==> src/rtl/gfx_fetch_buf.sv <==
// Graphics ROM fetch buffer between the video core's gfx port and the SDRAM read port.
// Requests are queued, repeated addresses are served from a one-entry hit register, and every read has a timeout.
module gfx_fetch_buf #(
  parameter int unsigned DEPTH   = 4,
  parameter int unsigned AW      = 19,
  parameter logic [24:0] BASE    = 25'h0,
  parameter int unsigned TIMEOUT = 64
) (
  input  logic          clk_sys,
  input  logic          reset_n,
  input  logic          dl,
  input  logic          req,
  input  logic [AW-1:0] req_addr,
  output logic [7:0]    rsp_data,
  output logic          rsp_valid,
  output logic          full,
  output logic [24:0]   sd_addr,
  output logic          sd_rd,
  input  logic          sd_ready,
  input  logic [7:0]    sd_dout,
  output logic [7:0]    err_cnt,
  output logic [1:0]    dbg_state_o
);

  // Handshake: req is a one-cycle strobe accepted only while full=0 and dl=0 (no retry),
  // rsp_valid is a one-cycle pulse in request order, sd_rd is a one-cycle strobe answered by a sd_ready pulse.

  localparam int unsigned PW = (DEPTH > 1) ? $clog2(DEPTH) : 1;
  localparam int unsigned CW = PW + 1;
  localparam int unsigned TW = $clog2(TIMEOUT) + 1;

  typedef enum logic [1:0] {IDLE = 2'd0, ISSUE = 2'd1, WAIT = 2'd2, RESP = 2'd3} state_t;

  state_t         state_q, state_d;
  logic [AW-1:0]  mem_q [DEPTH];
  logic [PW-1:0]  wr_ptr_q, rd_ptr_q;
  logic [CW-1:0]  count_q, count_d;
  logic           full_q;
  logic [AW-1:0]  head;
  logic           push, pop, hit, tmo_hit;
  logic [TW-1:0]  tmo_q;
  logic           hit_valid_q;
  logic [AW-1:0]  hit_addr_q, cur_addr_q;
  logic [7:0]     hit_data_q, rsp_data_q, err_cnt_q;
  logic [24:0]    sd_addr_q;

  assign head    = mem_q[rd_ptr_q];
  assign push    = req && !full_q && !dl;
  assign pop     = (state_q == IDLE) && (count_q != '0) && !dl;
  assign hit     = hit_valid_q && (head == hit_addr_q);
  assign tmo_hit = (tmo_q == TW'(TIMEOUT - 1));

  always_comb begin
    count_d = count_q;
    if (dl) begin
      count_d = '0;
    end else begin
      case ({push, pop})
        2'b10:   count_d = count_q + CW'(1);
        2'b01:   count_d = count_q - CW'(1);
        default: count_d = count_q;
      endcase
    end
  end

  always_ff @(posedge clk_sys or negedge reset_n) begin
    if (!reset_n) begin
      state_q <= IDLE;
    end else begin
      state_q <= state_d;
    end
  end

  always_comb begin
    state_d = state_q;
    case (state_q)
      IDLE:    if (pop) state_d = hit ? RESP : ISSUE;
      ISSUE:   state_d = WAIT;
      WAIT:    if (sd_ready || tmo_hit) state_d = RESP;
      RESP:    state_d = IDLE;
      default: state_d = IDLE;
    endcase
  end

  always_comb begin
    sd_rd       = (state_q == ISSUE);
    rsp_valid   = (state_q == RESP);
    dbg_state_o = state_q;
  end

  // Payload storage carries no reset; only pointers and occupancy define validity.
  always_ff @(posedge clk_sys) begin
    if (push) mem_q[wr_ptr_q] <= req_addr;
  end

  always_ff @(posedge clk_sys or negedge reset_n) begin
    if (!reset_n) begin
      wr_ptr_q <= '0;
      rd_ptr_q <= '0;
      count_q  <= '0;
      full_q   <= 1'b0;
    end else begin
      if (dl) begin
        wr_ptr_q <= '0;
        rd_ptr_q <= '0;
      end else begin
        if (push) wr_ptr_q <= wr_ptr_q + PW'(1);
        if (pop)  rd_ptr_q <= rd_ptr_q + PW'(1);
      end
      count_q <= count_d;
      full_q  <= (count_d == CW'(DEPTH));
    end
  end

  always_ff @(posedge clk_sys or negedge reset_n) begin
    if (!reset_n) begin
      cur_addr_q  <= '0;
      sd_addr_q   <= '0;
      rsp_data_q  <= '0;
      hit_valid_q <= 1'b0;
      hit_addr_q  <= '0;
      hit_data_q  <= '0;
      tmo_q       <= '0;
      err_cnt_q   <= '0;
    end else begin
      if (pop) begin
        if (hit) begin
          rsp_data_q <= hit_data_q;
        end else begin
          cur_addr_q <= head;
          sd_addr_q  <= BASE + 25'(head);
        end
      end
      if (state_q == ISSUE) tmo_q <= '0;
      if (state_q == WAIT) begin
        if (sd_ready) begin
          rsp_data_q  <= sd_dout;
          hit_addr_q  <= cur_addr_q;
          hit_data_q  <= sd_dout;
          hit_valid_q <= 1'b1;
        end else if (tmo_hit) begin
          rsp_data_q <= 8'hFF;
          if (err_cnt_q != 8'hFF) err_cnt_q <= err_cnt_q + 8'd1;
        end else begin
          tmo_q <= tmo_q + TW'(1);
        end
      end
      // ROM contents may be rewritten during a download, so the cached byte is stale.
      if (dl) hit_valid_q <= 1'b0;
    end
  end

  assign rsp_data = rsp_data_q;
  assign full     = full_q;
  assign sd_addr  = sd_addr_q;
  assign err_cnt  = err_cnt_q;

endmodule

==> config.mk <==
export PLATFORM = sky130hd
export DESIGN_NAME = gfx_fetch_buf
export DESIGN_NICKNAME = d
export VERILOG_FILES = /design/src/rtl/gfx_fetch_buf.sv
export SDC_FILE = /design/constraint.sdc
export NUM_CORES = 1
export LEC_CHECK = 0
export ABC_CLOCK_PERIOD_IN_PS = 2600
export CORE_MARGIN = 2
export CORE_UTILIZATION = 45
export DETAILED_ROUTE_END_ITERATION = 10
export GPL_TIMING_DRIVEN = 0
export PLACE_DENSITY = 0.66
export SLEW_MARGIN = 20
export SYNTH_ARGS = -nofsm -noshare
export SYNTH_HDL_FRONTEND = slang
export SYNTH_SLANG_ARGS = --single-unit
==> constraint.sdc <==
create_clock -name clk_sys -period 2.6 [get_ports clk_sys]
set_clock_uncertainty 0.05 [all_clocks]
set_input_delay 0.39 -clock clk_sys [delete_from_list [all_inputs] [get_ports clk_sys]]
set_output_delay 0.39 -clock clk_sys [all_outputs]
set_load 0.02 [all_outputs]
### After elaboration in Yosys (flattened, before gate mapping)

Memory sizes are Yosys's and may differ from the RTL's.
Index checks and enable logic that the tools add are counted.

* flip-flop bits (word level): 80
* RAM bits: 76
* input port bits: 32
* output and inout port bits: 46
* memories: 1

* add/subtract/negate cells: 6
* equality and inequality tests: 11
* muxes and demuxes: 24
* bitwise logic cells: 2
* reduce and logical (&&, ||, !) cells: 19

Memory list
* mem_q: words 4, width 19, read ports 1, clocked after Yosys merged registers in 0, write ports 1, RTL line 35 `logic [AW-1:0] mem_q [DEPTH];`

Operator list (number)
* 8-bit 2-to-1 mux: 5
* 7-bit 2-to-1 mux: 4
* 19-bit equality test: 1
* 2-bit 2-to-1 mux: 7
* 8-bit by 1-bit adder with 8-bit output (second input constant): 1
* 8-bit != test (second input constant): 1
* 2-bit case mux with 4 select lines: 1
* 2-bit AND reduction: 4
* 2-bit nonzero test: 4
* 7-bit by 1-bit adder with 7-bit output (second input constant): 1
* 7-bit by 6-bit equality test with 1-bit output (second input constant): 1
* 2-bit equality test (second input constant): 3
* 3-bit case mux with 2 select lines: 1
* 1-bit logical AND: 5
* 1-bit 2-to-1 mux: 5
* 2-bit by 1-bit adder with 2-bit output (second input constant): 2
* 2-bit by 1-bit equality test with 1-bit output (second input constant): 2
* 2-bit != test (second input constant): 2
* 4-bit AND reduction: 1
* 3-bit by 1-bit adder with 3-bit output (second input constant): 1
* 3-bit equality test (second input constant): 1
* 3-bit 2-to-1 mux: 1
* 3-bit nonzero test: 1
* 3-bit by 1-bit subtractor with 3-bit output (second input constant): 1
* other kinds (4): 6

### Longest topological paths before layout

Gate-level depths: netlist of the first run.
An unclocked memory read counts as a cell.

* depth after elaboration: 8
* mapped depth: 11
* depth with buffers taken out: 10

### Worst setup path before layout of the first run

No wires, ideal clock.

* path kind: reg2reg
* start: reg state_q[1] (netlist: dbg_state_o[1])
* end: reg full_q (netlist: full)
* library setup time: 101 ps
* data arrival time: 2385 ps
* path slack: 64 ps
* cell stages (with the launch flop): 11
* path through: dfrtp_1 -> inv_1 -> ha_1 -> o31ai_1 -> nor2_1 -> clkbuf_1 -> ha_1 -> fa_1 -> mux2i_1 -> nor2_1 -> nor4_1

* word-level cells in the longest chain between the ends: 7
* elaborated cells on any way between the ends: 8
* those cells by class: eq/ne: 3; mux: 2; reduce/logical: 3

RTL lines
* start, declared: RTL line 34 `state_t state_q, state_d;`
* start signal, assigned: RTL line 70 `state_q <= state_d;`
* 2-bit logical NOT (*): RTL line 49 `assign pop = (state_q == IDLE) && (count_q != '0) && !dl;`
* 1-bit logical AND (*) (2 in series): RTL line 49
* 2-bit by 1-bit equality test with 1-bit output or 2-bit equality test (tied branches): RTL line 58 `case ({push, pop})`
* 3-bit case mux with 2 select lines (*): RTL line 58
* 3-bit 2-to-1 mux (*): RTL line 55 `if (dl) begin`
* via count_d[1]: RTL line 37 `logic [CW-1:0] count_q, count_d;`
* 3-bit equality test (*): RTL line 111 `full_q <= (count_d == CW'(DEPTH));`
* end signal, assigned: RTL line 111
* end, declared: RTL line 38 `logic full_q;`

The timed path passes the listed nets; every way through them passes the cells marked *.
A chain may end at the register's enable or synchronous reset.

### Final worst setup path of the first run

* start: reg rd_ptr_q[0]
* end: reg sd_addr_q[16] (netlist: sd_addr[16])

* word-level cells in the longest chain between the ends: 5

RTL lines
* start, declared: RTL line 36 `logic [PW-1:0] wr_ptr_q, rd_ptr_q;`
* start signal, assigned: RTL line 108 `if (pop) rd_ptr_q <= rd_ptr_q + PW'(1);`
* memory read 4 x 19 bit (*)
* 19-bit equality test: RTL line 50 `assign hit = hit_valid_q && (head == hit_addr_q);`
* 1-bit logical AND: RTL line 50
* 1-bit NOT (no source line)
* 2-bit AND reduction (no source line)
* end signal, assigned: RTL line 131 `sd_addr_q <= BASE + 25'(head);`
* end, declared: RTL line 45 `logic [24:0] sd_addr_q;`

Mark *: on every way between the ends. The rest lies on a longest branch, timed or not.

==> results.json, run 1 <==
{
  "yosys.area_share.adder": 0.0238,
  "post-synth-top-area-fraction": 0.345,
  "mostFrequentLayoutCell": "sky130_fd_sc_hd__dfrtp_1",
  "synth.top_cells.by_area": "sky130_fd_sc_hd__edfxtp_1, sky130_fd_sc_hd__dfrtp_1, sky130_fd_sc_hd__mux4_2",
  "yosysWarningCount": 0,
  "portion_of_the_post_synthesis_area_used_by_sequential_elements": 0.647,
  "postSynthCellCount": 423,
  "die_width_um": 125,
  "floorplan.rows": 44,
  "residual_antenna_violating_net_count_after_detailed_routing": 0,
  "fin_util": 0.586,
  "timing.rr.start": "rd_ptr_q[0]$_DFFE_PN0P_",
  "critPathKind": "register to register",
  "wire_length_of_the_first_global_routing_pass_mm": 21.4,
  "async_flop_share": 0.513,
  "fin_tns_setup_ps": -3580,
  "netlist.top_cell.by_area": "sky130_fd_sc_hd__edfxtp_1",
  "drt_pre_antenna_iters": 4,
  "place_area_um2": 7600,
  "wl_mm": 13.4,
  "timing.critical_path.to_type": "register",
  "path_clk_slew_ps": 60,
  "critical_path_depth": 9,
  "cpLargestDelayFamily": "multiplexers",
  "hold_start": "tmo_q[5]$_DFF_PN0_",
  "synth.cell_area_um2": 6620,
  "design_power_mw": 8.37,
  "nFillCells": 1121,
  "nets": 577,
  "drc": 0,
  "worstSkewPairLatency_ps": 430,
  "sequential_cell_area_um2": 4290,
  "setup_viol": 28,
  "synth_xor_area_frac": 0.0384,
  "worst_path_required_time_ps": 2860,
  "synth_cell_types": 44,
  "synthesis.area_per_instance_um2": 15.7,
  "initial_utilization": 0.457,
  "avgRoutedWirePerCell_um": 18.3,
  "critical_path.max_stage_delay_ps": 580,
  "timing.slew.headroom": 0.325,
  "route.detailed.vias_per_inst": 5.30,
  "buffers_added_on_ports": 71,
  "unrepaired_setup_endpoints_after_global_routing": "true",
  "route.vias.total": 3866,
  "holdWs_ps": 423,
  "antenna_cells_inserted": 0,
  "floorplan.core_area_um2": 14500,
  "hold_path.class": "register to register",
  "most-common-layout-cells": "sky130_fd_sc_hd__dfrtp_1, sky130_fd_sc_hd__edfxtp_1, sky130_fd_sc_hd__clkdlybuf4s50_1, sky130_fd_sc_hd__nor2_1",
  "synth.ff_latch_count": 156,
  "max_cap_viol_count": 0,
  "violations": "setup timing",
  "clockBufferDepth": 2,
  "vdd_ir_drop_max_v": 0.000506,
  "total_overflow_reported_by_the_global_router": 0,
  "reg2reg_setup_slack_ps": -170,
  "status": "finished with violations",
  "critical_path.max_fanout": 5,
  "path_buf_inv": 3,
  "data_arrival_time_of_the_worst_path_ps": 3040,
  "synth_enable_flop_cells": 76,
  "cts_buffers": 17,
  "place_congestion": 0.738,
  "rr_worst_depth": 9,
  "dp.final_hpwl_mm": 8.86,
  "io-pin-count": 78,
  "powerDensity_nw_per_um2": 987,
  "clkSinkCount": 156,
  "multiplexer_area_fraction_after_synthesis": 0.162,
  "ys_dominant_reg_cell": "sky130_fd_sc_hd__dfrtp_1",
  "die_y_um": 125,
  "start_kind": "register",
  "dp_slack_ps": -472,
  "maxSlewViolCount": 0,
  "area_of_all_placed_cells_without_fillers_um2": 8480,
  "multi_input_comb_area_um2": 2280,
  "placed_cells_incl_taps": 684,
  "post_synth_simple_gate_area": 0.0612,
  "crit_path_cell_trace": "buf_12 -> mux4_2 -> xor2_2 -> nor4_4 -> and4_1 -> buf_6 -> a21boi_4 -> buf_8 -> mux2_4",
  "finalWorstSetupSlack_ps": -175,
  "grt_util_all_layers": 0.180,
  "synth_top_family_by_area": "multiplexers",
  "holdPathStages": 1,
  "grt_start_max_net_pins": 43,
  "area_growth_pct": 28.0,
  "period_needed_ps": 2770,
  "worst-slew-pin-transition_ps": 1010,
  "power.leakage_nw": 3.27,
  "die-area_um2": 15700,
  "instances_no_fill": 730,
  "area_fraction_in_compound_gates_after_synthesis": 0.0412,
  "tritoncts_clock_tree": "built",
  "antenna_found_initial": 0,
  "first_global_vias": 3990,
  "dr.first_iter.drc_count": 235,
  "critical-path-slowest-cell": "sky130_fd_sc_hd__mux4_2",
  "cts.htree.levels": 4,
  "regToRegEndpoint": "sd_addr[16]$_DFFE_PN0P_",
  "fin_crit_sh": 1.07,
  "worst_hold_path.endpoint": "tmo_q[5]$_DFF_PN0_",
  "hold_viol": 0,
  "clk_root_buffer_cell": "sky130_fd_sc_hd__clkbuf_16",
  "fmax_ghz": 0.360,
  "post_route_cells_drive_above_1_share": 0.240
}
[how the worst max path moves through the flow]
| stage | start | end | slack, ps |
|---|---|---|---|
| floorplan | dbg_state_o[1]$_DFFE_PN0P_ | full$_DFF_PN0_ | 60 |
| global placement | reset_n | hit_addr_q[8]$_DFFE_PN0P_ | -1690 |
| detailed placement | count_q[1]$_DFF_PN0_ | full$_DFF_PN0_ | -470 |
| CTS | rd_ptr_q[0]$_DFFE_PN0P_ | sd_addr[16]$_DFFE_PN0P_ | -190 |
| global route | rd_ptr_q[0]$_DFFE_PN0P_ | sd_addr[16]$_DFFE_PN0P_ | -250 |
| finish | rd_ptr_q[0]$_DFFE_PN0P_ | sd_addr[16]$_DFFE_PN0P_ | -170 |
[flip-flops by register name, summed over array words and instances (netlist names)]
register,flops
rd_ptr_q,2
hit_addr_q,19
count_q,3
rsp_data,8
hit_valid_q,1
mem_q,76
err_cnt,8
full,1
dbg_state_o,2
hit_data_q,8
sd_addr,19
wr_ptr_q,2
tmo_q,7
[layout make-up]
cell class / count / share of cell area
clock buffer: 18 / 0.0506
tap: 184 / 0.0272
timing repair buffer: 86 / 0.102
inverter: 11 / 0.00487
sequential: 156 / 0.505
multi-input combinational: 241 / 0.269
clock inverter: 14 / 0.0187
buffer: 20 / 0.0220
[worst register-to-register path: stages (launching register included)]
cell and delay [ps]:
sky130_fd_sc_hd__dfrtp_2 450, sky130_fd_sc_hd__buf_12 150, sky130_fd_sc_hd__mux4_2 580, sky130_fd_sc_hd__xor2_2 200, sky130_fd_sc_hd__nor4_4 330, sky130_fd_sc_hd__and4_1 260
sky130_fd_sc_hd__buf_6 110, sky130_fd_sc_hd__a21boi_4 80, sky130_fd_sc_hd__buf_8 160, sky130_fd_sc_hd__mux2_4 300
[routing by layer]
metal	wire, um	GRT usage	vias to the layer above
li1	-	-	1786
met1	6030	0.235	1963
met2	6600	0.289	93
met3	452	0.0415	24
met4	306	0.0784	0
met5	0	0	-
[where the power goes]
group / total [mW] / switching (mW) / internal [mW]
logic: 2.43 / 1.14 / 1.29
clock network: 2.46 / 1.03 / 1.43
registers: 3.48 / 0.380 / 3.10
total: 8.37 / 2.56 / 5.82
[repair_timing]
action	CTS	global route
endpoints found under the hold margin	41	0
gates cloned	3	0
setup buffers	5	6
pin swaps	4	9
gates resized for setup	27	13
hold buffers	1	0
setup endpoints to repair	31	31
[cell families (layout without fill, tap and decap cells)]
| logic type | Yosys count | count (layout) |
|---|---|---|
| flip-flops | 156 | 156 |
| AND/OR/NAND/NOR | 78 | 78 |
| multiplexers | 72 | 72 |
| AO/OA/AOI/OAI | 44 | 44 |
| buffers and inverters | 31 | 149 |
| XOR/XNOR | 29 | 29 |
| adder cells (fa/ha/maj) | 12 | 12 |
| other | 1 | 6 |
[Yosys cell counts (2+ instances only)]
| cell type | count |
|---|---|
| sky130_fd_sc_hd__a21oi_1 | 6 |
| sky130_fd_sc_hd__a31oi_1 | 9 |
| sky130_fd_sc_hd__and2_1 | 5 |
| sky130_fd_sc_hd__buf_2 | 4 |
| sky130_fd_sc_hd__buf_4 | 8 |
| sky130_fd_sc_hd__buf_6 | 3 |
| sky130_fd_sc_hd__clkbuf_1 | 5 |
| sky130_fd_sc_hd__dfrtp_1 | 80 |
| sky130_fd_sc_hd__edfxtp_1 | 76 |
| sky130_fd_sc_hd__ha_1 | 11 |
| sky130_fd_sc_hd__inv_1 | 10 |
| sky130_fd_sc_hd__mux2_1 | 13 |
| sky130_fd_sc_hd__mux2_2 | 15 |
| sky130_fd_sc_hd__mux2_4 | 18 |
| sky130_fd_sc_hd__mux2i_1 | 8 |
| sky130_fd_sc_hd__mux4_2 | 18 |
| sky130_fd_sc_hd__nand2_1 | 13 |
| sky130_fd_sc_hd__nand2b_1 | 2 |
| sky130_fd_sc_hd__nand3_1 | 3 |
| sky130_fd_sc_hd__nand4_1 | 12 |
| sky130_fd_sc_hd__nor2_1 | 26 |
| sky130_fd_sc_hd__nor2b_1 | 2 |
| sky130_fd_sc_hd__nor3_1 | 4 |
| sky130_fd_sc_hd__nor4_2 | 3 |
| sky130_fd_sc_hd__o21ai_0 | 7 |
| sky130_fd_sc_hd__o21ai_1 | 13 |
| sky130_fd_sc_hd__o221ai_1 | 3 |
| sky130_fd_sc_hd__or3_1 | 3 |
| sky130_fd_sc_hd__xnor2_1 | 8 |
| sky130_fd_sc_hd__xor2_1 | 21 |
No activity file was read; power rests on OpenSTA's default activity.
==> inputs of run 2 (changes only) <==
--- a/config.mk
+++ b/config.mk
@@ -6,6 +6,7 @@
 export NUM_CORES = 1
 export LEC_CHECK = 0
 export ABC_CLOCK_PERIOD_IN_PS = 2600
+export CORE_ASPECT_RATIO = 0.6
 export CORE_MARGIN = 2
 export CORE_UTILIZATION = 45
 export DETAILED_ROUTE_END_ITERATION = 10
==> run 2 against run 1 <==
Net effect:
- the run still ends with setup timing left
- non-clock buffer count is 12 higher
- wire length is 8.5% higher
- sequential power hardly changed
- global-route usage is 1.6 points higher
- via count is 1.1% higher
- first-iteration DRC count is 6.8% lower
- die area is 0.20% higher
- critical endpoint is now sd_addr[10]$_DFFE_PN0P_
- largest cell class unchanged
==> results.json, run 2 (same netlist as run 1, synthesis figures left out) <==
{
  "status": "finished with violations",
  "violations": "setup timing",
  "route.vias.total": 3909,
  "data_arrival_time_of_the_worst_path_ps": 3050,
  "worstSkewPairLatency_ps": 420,
  "mostFrequentLayoutCell": "sky130_fd_sc_hd__dfrtp_1",
  "critical_path.max_fanout": 6,
  "route.detailed.vias_per_inst": 5.17,
  "area_growth_pct": 31.5,
  "timing.critical_path.to_type": "register",
  "maxSlewViolCount": 0,
  "wl_mm": 14.5,
  "powerDensity_nw_per_um2": 996,
  "dr.first_iter.drc_count": 219,
  "antenna_cells_inserted": 0,
  "avgRoutedWirePerCell_um": 19.2,
  "initial_utilization": 0.459,
  "io-pin-count": 78,
  "registers.top_by_ff_count": "mem_q",
  "cts.htree.levels": 4,
  "floorplan.core_area_um2": 14400,
  "largest_register_ffs": 76,
  "grt_util_all_layers": 0.195,
  "max_cap_viol_count": 0,
  "clockBufferDepth": 2,
  "drt_pre_antenna_iters": 4,
  "fin_tns_setup_ps": -3770,
  "cts_buffers": 17,
  "hold_viol": 0,
  "critPathKind": "register to register",
  "fmax_ghz": 0.358,
  "grt_start_max_net_pins": 54,
  "power.leakage_nw": 3.38,
  "antenna_found_initial": 0,
  "clk_root_buffer_cell": "sky130_fd_sc_hd__clkbuf_16",
  "setup_viol": 27,
  "wire_length_of_the_first_global_routing_pass_mm": 22.7,
  "buffers_added_on_ports": 71,
  "dp.final_hpwl_mm": 9.37,
  "residual_antenna_violating_net_count_after_detailed_routing": 0,
  "fin_crit_sh": 1.07,
  "drc": 0,
  "clkSinkCount": 156,
  "timing.slew.headroom": 0.285,
  "vdd_ir_drop_max_v": 0.000496,
  "worst_path_required_time_ps": 2860,
  "most-common-layout-cells": "sky130_fd_sc_hd__dfrtp_1, sky130_fd_sc_hd__edfxtp_1, sky130_fd_sc_hd__clkdlybuf4s50_1, sky130_fd_sc_hd__buf_4, sky130_fd_sc_hd__nor2_1",
  "instances_no_fill": 756,
  "start_kind": "register",
  "finalWorstSetupSlack_ps": -191,
  "unrepaired_setup_endpoints_after_global_routing": "true",
  "total_overflow_reported_by_the_global_router": 0,
  "post_route_cells_drive_above_1_share": 0.274,
  "die_width_um": 161,
  "placed_cells_incl_taps": 698,
  "nets": 589,
  "fin_util": 0.604,
  "dp_slack_ps": -546,
  "die_y_um": 98.0,
  "worst-slew-pin-transition_ps": 1070,
  "die-area_um2": 15700,
  "first_global_vias": 3980,
  "place_congestion": 0.770,
  "path_clk_slew_ps": 70,
  "period_needed_ps": 2790,
  "hold_path.class": "input pin to async pin",
  "tritoncts_clock_tree": "built",
  "floorplan.rows": 34
}
-- run 2: worst paths after layout --
check | slack [ps] | endpoint | start | cells after the start
min in group clk_sys | 430 | tmo_q[5]$_DFF_PN0_ | tmo_q[5]$_DFF_PN0_ | 1
max reg2reg | -190 | sd_addr[10]$_DFFE_PN0P_ | rd_ptr_q[0]$_DFFE_PN0P_ | 10
min reg2reg | 430 | tmo_q[5]$_DFF_PN0_ | tmo_q[5]$_DFF_PN0_ | 1
max in group asynchronous | 1510 | hit_data_q[1]$_DFFE_PN0P_ | reset_n | 3
max | -190 | sd_addr[10]$_DFFE_PN0P_ | rd_ptr_q[0]$_DFFE_PN0P_ | 10
min | 400 | err_cnt[2]$_DFFE_PN0P_ | reset_n | 2
-- run 2: final cells by class --
type                            instances  area [um2]
Tap cell                              198         248
Multi-Input combinational cell        241        2340
Clock buffer                           17         425
Clock inverter                         15         201
Fill cell                            1079        5710
Sequential cell                       156        4290
Timing Repair Buffer                   99         995
Buffer                                 19         168
Inverter                               11        41.3
-- run 2: critical path, stage by stage (launching register included) --
cell and delay [ps]:
sky130_fd_sc_hd__dfrtp_2 430, sky130_fd_sc_hd__buf_8 160, sky130_fd_sc_hd__buf_8 130, sky130_fd_sc_hd__mux4_2 560
sky130_fd_sc_hd__xor2_2 200, sky130_fd_sc_hd__nor3_2 90, sky130_fd_sc_hd__and2_1 150, sky130_fd_sc_hd__buf_6 120
sky130_fd_sc_hd__a21boi_4 270, sky130_fd_sc_hd__buf_6 210, sky130_fd_sc_hd__mux2_4 300
-- run 2: through the flow --
stage	instance area [um2]	power, mW	hold WS (ps)
6_report	8710	8.67	404
5_1_grt	8710	9.07	443
4_1_cts	8550	8.61	385
3_5_place_dp	7620	5.80	294
3_3_place_gp	7600	5.70	408
2_1_floorplan	6640	4.85	44.4
-- run 2: per-layer routing --
| layer | track usage | wire length (um) | vias up |
|---|---|---|---|
| li1 | - | - | 1801 |
| met1 | 0.290 | 7210 | 1995 |
| met2 | 0.285 | 6520 | 99 |
| met3 | 0.0438 | 639 | 14 |
| met4 | 0.0700 | 169 | 0 |
| met5 | 0 | 0 | - |
-- run 2: power by group --
part | switching (mW) | leakage (nW) | internal (mW) | total [mW]
clock | 1.09 | 0.305 | 1.55 | 2.64
sequential | 0.382 | 1.69 | 3.10 | 3.48
combinational | 1.23 | 1.38 | 1.32 | 2.56
total | 2.70 | 3.38 | 5.97 | 8.67
-- run 2: repair_timing --
action                                  CTS  global route
hold buffers                              1             0
pin swaps                                 9            30
gates cloned                              3             0
endpoints found under the hold margin    27             0
buffers inserted                         17             9
resized for setup                        32            24
endpoints found under the setup margin   31            32
